--- config.mk ---
export PLATFORM = sky130hd
export DESIGN_NAME = mips_imem_loader_flat
export DESIGN_NICKNAME = d
export VERILOG_FILES = /design/src/rtl/mips_imem_loader_if.sv /design/src/rtl/mips_imem_loader.sv /design/src/flat_wrapper.sv
export SDC_FILE = /design/constraint.sdc
export NUM_CORES = 1
export LEC_CHECK = 0
export BUFFER_PORTS_ARGS = -buffer_cell sky130_fd_sc_hd__buf_2
export CORE_ASPECT_RATIO = 1.75
export CORE_MARGIN = 2
export CORE_UTILIZATION = 40
export DETAILED_ROUTE_END_ITERATION = 16
export HOLD_SLACK_MARGIN = 0.03
export SYNTH_ARGS = -nofsm -noshare
export SYNTH_HDL_FRONTEND = slang
export SYNTH_SLANG_ARGS = --single-unit
--- constraint.sdc ---
create_clock -name clk_i -period 6.6 [get_ports clk_i]
set_clock_uncertainty 0.05 [all_clocks]
set_input_delay 0.33 -clock clk_i [delete_from_list [all_inputs] [get_ports clk_i]]
set_output_delay 0.33 -clock clk_i [all_outputs]
set_load 0.01 [all_outputs]
--- src/rtl/mips_imem_loader_if.sv ---
// Host byte link + imem write port + core control bundle for the imem loader.
interface mips_imem_loader_if #(
  parameter int ADDR_W = 6
);
  logic              start;
  logic              rx_valid;
  logic [7:0]        rx_data;
  logic              rx_ready;
  logic              wr_en;
  logic [ADDR_W-1:0] wr_addr;
  logic [31:0]       wr_data;
  logic              core_hold;
  logic              done;
  logic              error;

  modport master (
    output start, rx_valid, rx_data,
    input  rx_ready, wr_en, wr_addr, wr_data, core_hold, done, error
  );

  modport slave (
    input  start, rx_valid, rx_data,
    output rx_ready, wr_en, wr_addr, wr_data, core_hold, done, error
  );
endinterface

--- src/rtl/mips_imem_loader.sv ---
// Instruction-ROM writer: parses A5/LEN/DATA/CSUM frames from the host byte link,
// packs big-endian words into imem at 0..N-1 and releases the core once the
// frame checksum matches.
module mips_imem_loader #(
  parameter int ADDR_L = 64,
  parameter int ADDR_W = $clog2(ADDR_L)
) (
  input  logic clk_i,
  input  logic rst_ni,
  mips_imem_loader_if.slave bus
);

  typedef enum logic [2:0] {
    S_IDLE, S_LEN_HI, S_LEN_LO, S_DATA, S_CHECK, S_DONE, S_ERROR
  } state_t;

  state_t            state_q, state_d;
  logic [15:0]       len_q, len_d;
  logic [ADDR_W-1:0] addr_q, addr_d;
  logic [1:0]        bidx_q, bidx_d;
  logic [31:0]       word_q, word_d;
  logic [7:0]        csum_q, csum_d;
  logic              wr_en_q, wr_en_d;
  logic [ADDR_W-1:0] wr_addr_q, wr_addr_d;
  logic [31:0]       wr_data_q, wr_data_d;
  logic              rdy_q, hold_q, done_q, err_q;

  logic              xfer;
  logic [15:0]       n_len;
  logic [ADDR_W-1:0] last_addr;

  // start blocks the handshake so a byte offered alongside it is never consumed
  assign xfer      = bus.rx_valid & rdy_q & ~bus.start;
  assign n_len     = {len_q[15:8], bus.rx_data};
  assign last_addr = ADDR_W'(len_q - 16'd1);

  assign bus.rx_ready  = rdy_q & ~bus.start;
  assign bus.wr_en     = wr_en_q;
  assign bus.wr_addr   = wr_addr_q;
  assign bus.wr_data   = wr_data_q;
  assign bus.core_hold = hold_q;
  assign bus.done      = done_q;
  assign bus.error     = err_q;

  // next-state: frame parser, word packer and checksum accumulator
  always_comb begin
    state_d   = state_q;
    len_d     = len_q;
    addr_d    = addr_q;
    bidx_d    = bidx_q;
    word_d    = word_q;
    csum_d    = csum_q;
    wr_en_d   = 1'b0;
    wr_addr_d = wr_addr_q;
    wr_data_d = wr_data_q;
    if (bus.start) begin
      state_d = S_IDLE;
      addr_d  = '0;
      bidx_d  = '0;
      csum_d  = '0;
    end else if (xfer) begin
      unique case (state_q)
        S_IDLE:   if (bus.rx_data == 8'hA5) state_d = S_LEN_HI;
        S_LEN_HI: begin
          len_d[15:8] = bus.rx_data;
          state_d     = S_LEN_LO;
        end
        S_LEN_LO: begin
          len_d  = n_len;
          addr_d = '0;
          bidx_d = '0;
          csum_d = '0;
          if (n_len > 16'(ADDR_L))   state_d = S_ERROR;
          else if (n_len == 16'd0)   state_d = S_CHECK;
          else                       state_d = S_DATA;
        end
        S_DATA: begin
          word_d = {word_q[23:0], bus.rx_data};
          csum_d = csum_q ^ bus.rx_data;
          bidx_d = bidx_q + 2'd1;
          if (bidx_q == 2'd3) begin
            wr_en_d   = 1'b1;
            wr_addr_d = addr_q;
            wr_data_d = {word_q[23:0], bus.rx_data};
            addr_d    = addr_q + ADDR_W'(1);
            if (addr_q == last_addr) state_d = S_CHECK;
          end
        end
        S_CHECK:  state_d = (bus.rx_data == csum_q) ? S_DONE : S_ERROR;
        default:  state_d = state_q;
      endcase
    end
  end

  // state, datapath and registered status outputs
  always_ff @(posedge clk_i) begin
    if (!rst_ni) begin
      state_q   <= S_IDLE;
      len_q     <= '0;
      addr_q    <= '0;
      bidx_q    <= '0;
      word_q    <= '0;
      csum_q    <= '0;
      wr_en_q   <= 1'b0;
      wr_addr_q <= '0;
      wr_data_q <= '0;
      rdy_q     <= 1'b1;
      hold_q    <= 1'b1;
      done_q    <= 1'b0;
      err_q     <= 1'b0;
    end else begin
      state_q   <= state_d;
      len_q     <= len_d;
      addr_q    <= addr_d;
      bidx_q    <= bidx_d;
      word_q    <= word_d;
      csum_q    <= csum_d;
      wr_en_q   <= wr_en_d;
      wr_addr_q <= wr_addr_d;
      wr_data_q <= wr_data_d;
      rdy_q     <= (state_d != S_DONE) && (state_d != S_ERROR);
      hold_q    <= (state_d != S_DONE);
      done_q    <= (state_d == S_DONE);
      err_q     <= (state_d == S_ERROR);
    end
  end

endmodule
--- src/flat_wrapper.sv ---
// flat-port wrapper written by rule: the top's interface ports become plain ports
module mips_imem_loader_flat 
#(
  parameter int ADDR_L = 64,
  parameter int ADDR_W = $clog2(ADDR_L)
)
  (clk_i, rst_ni, bus_start, bus_rx_valid, bus_rx_data, bus_rx_ready, bus_wr_en, bus_wr_addr, bus_wr_data, bus_core_hold, bus_done, bus_error);
  mips_imem_loader_if #(.ADDR_W(ADDR_W)) bus_i ();
  input  logic clk_i;
  input  logic rst_ni;
  input wire logic [$bits(bus_i.start)-1:0] bus_start;
  input wire logic [$bits(bus_i.rx_valid)-1:0] bus_rx_valid;
  input wire logic [$bits(bus_i.rx_data)-1:0] bus_rx_data;
  output wire logic [$bits(bus_i.rx_ready)-1:0] bus_rx_ready;
  output wire logic [$bits(bus_i.wr_en)-1:0] bus_wr_en;
  output wire logic [$bits(bus_i.wr_addr)-1:0] bus_wr_addr;
  output wire logic [$bits(bus_i.wr_data)-1:0] bus_wr_data;
  output wire logic [$bits(bus_i.core_hold)-1:0] bus_core_hold;
  output wire logic [$bits(bus_i.done)-1:0] bus_done;
  output wire logic [$bits(bus_i.error)-1:0] bus_error;
  assign bus_i.start = bus_start;
  assign bus_i.rx_valid = bus_rx_valid;
  assign bus_i.rx_data = bus_rx_data;
  assign bus_rx_ready = bus_i.rx_ready;
  assign bus_wr_en = bus_i.wr_en;
  assign bus_wr_addr = bus_i.wr_addr;
  assign bus_wr_data = bus_i.wr_data;
  assign bus_core_hold = bus_i.core_hold;
  assign bus_done = bus_i.done;
  assign bus_error = bus_i.error;
  mips_imem_loader #(.ADDR_L(ADDR_L), .ADDR_W(ADDR_W)) u_core (.clk_i(clk_i), .rst_ni(rst_ni), .bus(bus_i));
endmodule
; Word level (Yosys, flattened, before mapping)
; Index checks and enable logic that the tools add are counted.
[word_totals]
reg_bits = 100
out_inout_bits = 43
word_cells = 65
input_bits = 12
[classes]
n_bitwise = 8
n_mux = 14
order_cmp = 1
n_reduce_logical = 12
n_eq_ne = 13
n_addsub = 3
[op_table]
columns = cell, n
row1 = 3-bit two-way mux, 7
row2 = 16-bit by 7-bit greater-than comparator with 1-bit output (second input constant), 1
row3 = 16-bit logical NOT, 1
row4 = 8-bit case mux with 2 select lines, 1
row5 = 3-bit case mux with 5 select lines, 1
row6 = 6-bit case mux with 2 select lines, 1
row7 = 3-bit AND reduction, 4
row8 = 3-bit == test (second input constant), 3
row9 = 8-bit == test, 1
row10 = 8-bit == test (second input constant), 1
row11 = 8-bit bitwise XOR, 1
row12 = 6-bit by 1-bit adder with 6-bit output (second input constant), 1
row13 = 3-bit by 2-bit == test with 1-bit output (second input constant), 2
row14 = 6-bit == test, 1
row15 = 6-bit two-way mux, 1
row16 = 3-bit != test (second input constant), 2
row17 = 6-bit by 1-bit subtractor with 6-bit output (second input constant), 1
row18 = 1-bit NOT, 4
row19 = 2-bit case mux with 2 select lines, 1
row20 = 4-bit AND reduction, 1
row21 = 4-bit OR reduction, 1
row22 = 1-bit AND, 3
row23 = 3-bit by 1-bit == test with 1-bit output (second input constant), 1
row24 = 3-bit logical NOT, 1
row25 = 9 further kinds, 9

; Logic depth before layout (Yosys ltp)
; Gate-level depths: netlist of run 1.
[logic_depth]
ltp_word = 9
depth_mapped = 8
ltp_nobuf = 8

; Least setup slack after synthesis of run 1
; No wires, ideal clock.
[synth_path]
kind = reg2reg
startpoint = reg u_core.len_q[0]
endpoint = reg u_core.rdy_q
t_arrival_ns = 2.204
stages_incl_launch_ff = 9
path_slack_ns = 4.221
path_buffers = 0
setup_ns = 0.124
period_less_slack_ns = 2.379
t_required_ns = 6.426
cell_sequence = dfxtp_1 -> inv_1 -> ha_1 -> xnor2_1 -> o2bb2ai_1 -> a2111o_1 -> a211oi_1 -> o32ai_1 -> a2111o_1
[synth_via]
elab_chain_cells = 9
word_cells_on_any_way = 10
classes_between = 1 x add/sub / 3 x eq/ne / 5 x mux / 1 x reduce/logical
[synth_lines]
columns = item, line_no
row1 = start: declaration, mips_imem_loader.sv:18  ; logic [15:0] len_q, len_d;
row2 = start signal: assignment, mips_imem_loader.sv:113  ; len_q <= len_d;
row3 = 6-bit by 1-bit subtractor with 6-bit output *, mips_imem_loader.sv:35  ; assign last_addr = ADDR_W'(len_q - 16'd1);
row4 = 6-bit == test *, mips_imem_loader.sv:86  ; if (addr_q == last_addr) state_d = S_CHECK;
row5 = 3-bit two-way mux *, mips_imem_loader.sv:86
row6 = 3-bit two-way mux *, mips_imem_loader.sv:81  ; if (bidx_q == 2'd3) begin
row7 = 3-bit case mux with 5 select lines *, mips_imem_loader.sv:62  ; unique case (state_q)
row8 = 3-bit two-way mux *, mips_imem_loader.sv:61  ; end else if (xfer) begin
row9 = 3-bit two-way mux *, mips_imem_loader.sv:56  ; if (bus.start) begin
row10 = 3-bit != test, mips_imem_loader.sv:121  ; rdy_q <= (state_d != S_DONE) && (state_d != S_ERROR);
row11 = 1-bit logical AND *, mips_imem_loader.sv:121
row12 = end signal: assignment, mips_imem_loader.sv:121
row13 = end: declaration, mips_imem_loader.sv:26  ; logic rdy_q, hold_q, done_q, err_q;
; Every way passes the cells marked *; elsewhere a longest branch is shown, timed or not.
; A chain may end at the register's enable or synchronous reset.

; Final worst setup path of run 1
; Ends and elaborated chain as after synthesis.

==> results.ini, run 1 <==
[synth]
syn_avg_cell_area_um2 = 8.40
synth_area_leaders = dfxtp_1 (46%), nand2_1 (12%), a21boi_0 (11%), nor2b_1 (3.9%), nor2_1 (2.7%)
synth_compound_area_share_pct = 19.4
synthAdderAreaFrac_pct = 0.866
synth_area_leader_cell = dfxtp_1
synth_edf_count = 0
async_reset_ff_share_pct = 0
synth_top_area_share_pct = 46.2
synthCells = 516
synth-xor-area-share_pct = 2.22
syn-cell-area_mm2 = 0.00433
synth_fp_nets = 531
yosys.area_share.simple_pct = 24.6
synth_top_family_by_area = simple AND/OR/NAND/NOR gates
synth_seq_cells = 100
yosysWarningCount = 0
yosysSeqAreaShare_pct = 46.2
synth-main-ff-cell = dfxtp_1
synth.area.mux_share_pct = 2.80
ys_types = 49

[global_routing]
grt.busiest_layer = met2
grt_usage_pct = 19.5
gr-usage-met2_pct = 35.4
grt_pass1_wl_um = 17200
grt_pass1_vias = 3433
antenna_found_initial = 0
grt_use_met3_pct = 3.75
grt_max_degree = 81
grt_overflow = 0
use_met1_pct = 21.4

[place]
dp_hpwl_um = 7410
gp_congestion = 0.801
post-place-ws_ns = 3.87
io_buffers = 54
postPlaceCellArea_mm2 = 0.00466

[clock_network]
hold_buffers = 0
cts_tree = built
cts_buffers = 9
cts_setup_buffers = 0
insertion_delay_ns = 0.34
cts_max_path_buffers = 2
cts.sinks = 100
cts_resized = 0
htreeDepth = 3
clock-root-buffer = clkbuf_16
clkTransAtPathRegs_ns = 0.07

[power_and_ir_drop]
power_per_cell_area_mw_per_mm2 = 239
ir_worst_vdd_mv = 0.136
p_leak_nw = 1.91

[worst_setup_path]
criticalPathCategory = register to register
reg2regPathDepth = 8
cp-end-kind = register
required_ns = 6.78
startpoint_type = register
r2r_slack_ns = 3.84
crit_path_frequent_cell = a2111o_1
cpMaxStageDelayCell = a211oi_1
path_cells = inv_1 -> ha_1 -> xnor2_1 -> o2bb2ai_1 -> a2111o_1 -> a211oi_1 -> o32ai_1 -> a2111o_1
critPathArrivalTime_ns = 2.94
worst-path-buf-inv = 1
crit_cells = 8
path_max_fanout = 6
reg2reg_from = u_core.len_q[0]
r2r_end = u_core.rdy_q
cpLargestDelayFamily = compound AO/OA/AOI/OAI gates
max_stage_delay_ns = 0.50

[timing]
fin_crit_ns = 2.76
post-route-period-util_pct = 41.9
finalWorstSetupSlack_ns = 3.84
slew_headroom_pct = 56.2
rsz0062_at_grt = no
fmax_ghz = 0.362
slew_violations = 0
max_slew.worst_pin.slew_ns = 0.657
finalHoldViolCount = 0
holdWs_ns = 0.271
setup_viol = 0
setup_tns_ns = 0

[floorplanning]
core_area_mm2 = 0.0106
die_h_um = 142
fp.dieW_um = 82.7
die_area_mm2 = 0.0117
io_pins = 55
start_util_pct = 40.7
rows = 50

[routing]
vias = 3533
drt_pre_antenna_iters = 4
detail_route.vias_per_cell = 5.16
wl_um = 10600
ant_nets = 0
route.detailed.drc = 0
wire_per_inst_um = 15.5
drt_iter0_drc = 173

[layout]
drive_gt1_share_pct = 15.0
layout_common_cells = nand2_1 (133), dfxtp_1 (100), a21boi_0 (62), buf_2 (54), nor2_1 (29)
final_area_mm2 = 0.00497
n_antenna_cell = 0
multi_input_area_mm2 = 0.00217
fill_cells = 1119
nets = 566
layout_commonest_cell = nand2_1
synthToLayoutAreaGrowth_pct = 14.8
regArea_mm2 = 0.00200

[min_path]
worstHoldStart = bus_rx_data[4]
hold_end = u_core.bus.wr_data[4]
worstHoldPathCells = 3
hold_path.class = input pin to register

[status]
status = complete, no violations

[run]
max_cap_viol_count = 0

Yosys cell counts, drive strengths merged, types with 6 or more instances:
cell,number
nand2,133
buf,9
dfxtp,100
nor2,31
a21oi,13
nand3,6
o21ai,9
a21boi,62
inv,6
xor2,6
a22oi,8
mux2i,11
clkbuf,26
nor2b,27
final cells by class:
cell class	instances	share of cell area, %
flip-flops and latches	100	40.3
repair buffers	59	6.19
inverters	6	0.453
well taps	130	3.27
clock inverters	3	0.881
clock buffers	12	5.36
multi-input cells	375	43.6
report_power, final:
part | total [mW] | internal, mW | switching (mW)
sequential | 0.605 | 0.604 | 0.000950
combinational | 0.0431 | 0.0166 | 0.0265
clock | 0.542 | 0.323 | 0.218
total | 1.19 | 0.944 | 0.246
state kept, by name, summed over array words and instances (netlist names):
register / cells
u_core.word_q: 24
u_core.len_q: 14
u_core.state_q: 3
u_core.bus.core_hold: 1
u_core.bus.done: 1
u_core.csum_q: 8
u_core.bus.wr_en: 1
u_core.rdy_q: 1
u_core.bidx_q: 2
u_core.bus.error: 1
u_core.addr_q: 6
u_core.bus.wr_data: 32
u_core.bus.wr_addr: 6
tightest hold or removal path, stage by stage:
cell and delay, ns:
buf_2 0.15, nand2_1 0.06, a21boi_0 0.06
metal layers:
metal / routed length (um) / part of all wire, %
met1: 4280 / 40
met5: 0 / 0
met2: 5930 / 56
met4: 148 / 1.4
met3: 271 / 2.5
metrics by stage:
step | power, mW | util [%] | std cells
4_1_cts | 1.21 | 46.8 | 685
5_1_grt | 1.24 | 46.8 | 685
3_3_place_gp | 0.662 | 43.8 | 670
2_1_floorplan | 0.648 | - | 516
6_report | 1.19 | 46.8 | 685
3_5_place_dp | 0.662 | 43.8 | 670
how the worst max path moves through the flow:
stage	from	to	slack (ns)
detailed placement	u_core.len_q[0]	u_core.rdy_q	3.87
floorplan	u_core.len_q[0]	u_core.rdy_q	4.22
finish	u_core.len_q[0]	u_core.rdy_q	3.84
CTS	u_core.len_q[0]	u_core.rdy_q	3.86
global placement	u_core.len_q[0]	u_core.rdy_q	4.02
global route	u_core.len_q[0]	u_core.rdy_q	3.72
cell families (layout without fill, tap and decap cells):
group / after synthesis / in the layout
XOR/XNOR: 11 / 11
adder cells (fa/ha/maj): 3 / 3
AO/OA/AOI/OAI: 117 / 117
multiplexers: 12 / 12
AND/OR/NAND/NOR: 232 / 232
buffers and inverters: 41 / 80
flip-flops: 100 / 100
No activity file was read; power rests on OpenSTA's default activity.
==> run 2, diff against run 1 <==
Clock period 6.6 ns to 2.65 ns, I/O delays scaled along.
==> results.ini, run 2 (synthesized netlist as in run 1, its figures left out) <==
[place]
post-place-ws_ns = 0.0305  ; was 3.87 ns
dp_hpwl_um = 7420  ; was 7410 um
gp_congestion = 0.837  ; was 0.801
io_buffers = 54  ; unchanged

[timing]
setup_viol = 0  ; unchanged
setup_tns_ns = 0  ; unchanged
max_slew.worst_pin.slew_ns = 0.646  ; was 0.657 ns
post-route-period-util_pct = 93.1  ; was 41.9%
fmax_ghz = 0.405  ; was 0.362 GHz
finalHoldViolCount = 0  ; unchanged
slew_headroom_pct = 57.0  ; was 56.2%
slew_violations = 0  ; unchanged
rsz0062_at_grt = no  ; unchanged
holdWs_ns = 0.0586  ; was 0.271 ns
finalWorstSetupSlack_ns = 0.182  ; was 3.84 ns
fin_crit_ns = 2.47  ; was 2.76 ns

[layout]
synthToLayoutAreaGrowth_pct = 17.0  ; was 14.8%
fill_cells = 1069  ; was 1119
largest_reg_flops = 32  ; unchanged
drive_gt1_share_pct = 16.5  ; was 15.0%
layout_common_cells = nand2_1 (133), dfxtp_1 (99), a21boi_0 (62), buf_2 (54), nor2_1 (29)  ; was nand2_1 (133), dfxtp_1 (100), a21boi_0 (62), buf_2 (54), nor2_1 (29)
nets = 573  ; was 566
layout_commonest_cell = nand2_1  ; unchanged
n_antenna_cell = 0  ; unchanged

[clock_network]
hold_buffers = 0  ; unchanged
cts_tree = built  ; unchanged
cts_buffers = 9  ; unchanged
clock-root-buffer = clkbuf_16  ; unchanged
cts_max_path_buffers = 2  ; unchanged
insertion_delay_ns = 0.35  ; was 0.34 ns
clkTransAtPathRegs_ns = 0.07  ; about the same
cts_setup_buffers = 0  ; unchanged
cts.sinks = 100  ; unchanged
htreeDepth = 3  ; unchanged

[power_and_ir_drop]
p_leak_nw = 1.95  ; was 1.91 nW
ir_worst_vdd_mv = 0.366  ; was 0.136 mV
power_per_cell_area_mw_per_mm2 = 607  ; was 239 mW/mm^2

[worst_setup_path]
r2r_end = u_core.bus.core_hold  ; was u_core.rdy_q
startpoint_type = register  ; unchanged
reg2regPathDepth = 8  ; unchanged
required_ns = 2.82  ; was 6.78 ns
path_max_fanout = 5  ; was 6
criticalPathCategory = register to register  ; unchanged
critPathArrivalTime_ns = 2.64  ; was 2.94 ns
r2r_slack_ns = 0.18  ; was 3.84 ns
reg2reg_from = u_core.len_q[1]  ; was u_core.len_q[0]
cp-end-kind = register  ; unchanged

[floorplanning]
core_area_mm2 = 0.0106  ; unchanged
rows = 50  ; unchanged
die_h_um = 142  ; unchanged
fp.dieW_um = 82.7  ; unchanged
start_util_pct = 40.7  ; unchanged
io_pins = 55  ; unchanged
die_area_mm2 = 0.0117  ; unchanged

[run]
max_cap_viol_count = 0  ; unchanged

[global_routing]
grt_pass1_wl_um = 17300  ; was 17200 um
grt_max_degree = 79  ; was 81
grt_pass1_vias = 3473  ; was 3433
antenna_found_initial = 0  ; unchanged
grt_overflow = 0  ; unchanged
grt_usage_pct = 19.7  ; was 19.5%

[min_path]
hold_end = u_core.bus.wr_data[4]  ; unchanged
hold_path.class = input pin to register  ; unchanged
worstHoldStart = bus_rx_data[4]  ; unchanged
worstHoldPathCells = 3  ; unchanged

[routing]
detail_route.vias_per_cell = 5.28  ; was 5.16
wire_per_inst_um = 15.5  ; about the same
drt_iter0_drc = 227  ; was 173
vias = 3660  ; was 3533
route.detailed.drc = 0  ; unchanged
drt_pre_antenna_iters = 5  ; was 4
wl_um = 10700  ; was 10600 um
ant_nets = 0  ; unchanged

[status]
status = complete, no violations  ; unchanged

==> run 2: power breakdown <==
| part | switching [mW] | internal, mW | leakage, nW |
|---|---|---|---|
| logic | 0.0663 | 0.0435 | 0.982 |
| clock network | 0.596 | 0.863 | 0.157 |
| registers | 0.00213 | 1.50 | 0.806 |
| total | 0.664 | 2.41 | 1.95 |
==> run 2: metrics by stage <==
step,total power [mW],area (um^2),cells,util (%)
global route,3.18,5070,693,47.7
global placement,1.65,4730,677,44.5
detailed placement,1.65,4730,677,44.5
CTS,3.10,5060,693,47.6
finish,3.07,5070,693,47.7
floorplan,1.61,4330,516,-
==> run 2: layer usage <==
metal,share of wire [%],vias to the layer above,GRT usage [%]
li1,-,1828,-
met4,3.0,0,10.3
met5,0,-,0
met1,40,1727,22.1
met2,53,87,34.1
met3,4.1,18,4.07
==> run 2: layout make-up <==
cell class	count	area (um^2)	share of cell area, %
Clock buffer	10	239	4.71
Clock inverter	6	95.1	1.88
Inverter	6	22.5	0.444
Multi-Input combinational cell	375	2170	42.9
Sequential cell	100	2000	39.5
Tap cell	130	163	3.21
Timing Repair Buffer	66	373	7.36
==> run 2: how the worst max path moves through the flow <==
| stage | cells past startpoint | endpoint | startpoint | slack (ns) |
|---|---|---|---|---|
| 2_1_floorplan | 8 | u_core.rdy_q | u_core.len_q[0] | 0.27 |
| 3_3_place_gp | 8 | u_core.rdy_q | u_core.len_q[0] | 0.17 |
| 3_5_place_dp | 8 | u_core.rdy_q | u_core.len_q[0] | 0.03 |
| 4_1_cts | 8 | u_core.rdy_q | u_core.len_q[0] | 0.01 |
| 5_1_grt | 8 | u_core.bus.core_hold | u_core.len_q[0] | 0.07 |
| 6_report | 8 | u_core.bus.core_hold | u_core.len_q[1] | 0.18 |
==> run 2: timing repair <==
item / CTS / global route
endpoints found under the setup margin: 0 / 2
gates resized for setup: 0 / 2
endpoints found under the hold margin: 0 / 0
==> run 2: critical path: stages, from the launching register on <==
cell and delay (ns):
dfxtp_1 0.38, inv_1 0.06, ha_1 0.23, xnor2_1 0.14, o2bb2ai_1 0.13, a2111o_1 0.45
a211o_1 0.30, a22o_1 0.22, or4_1 0.39
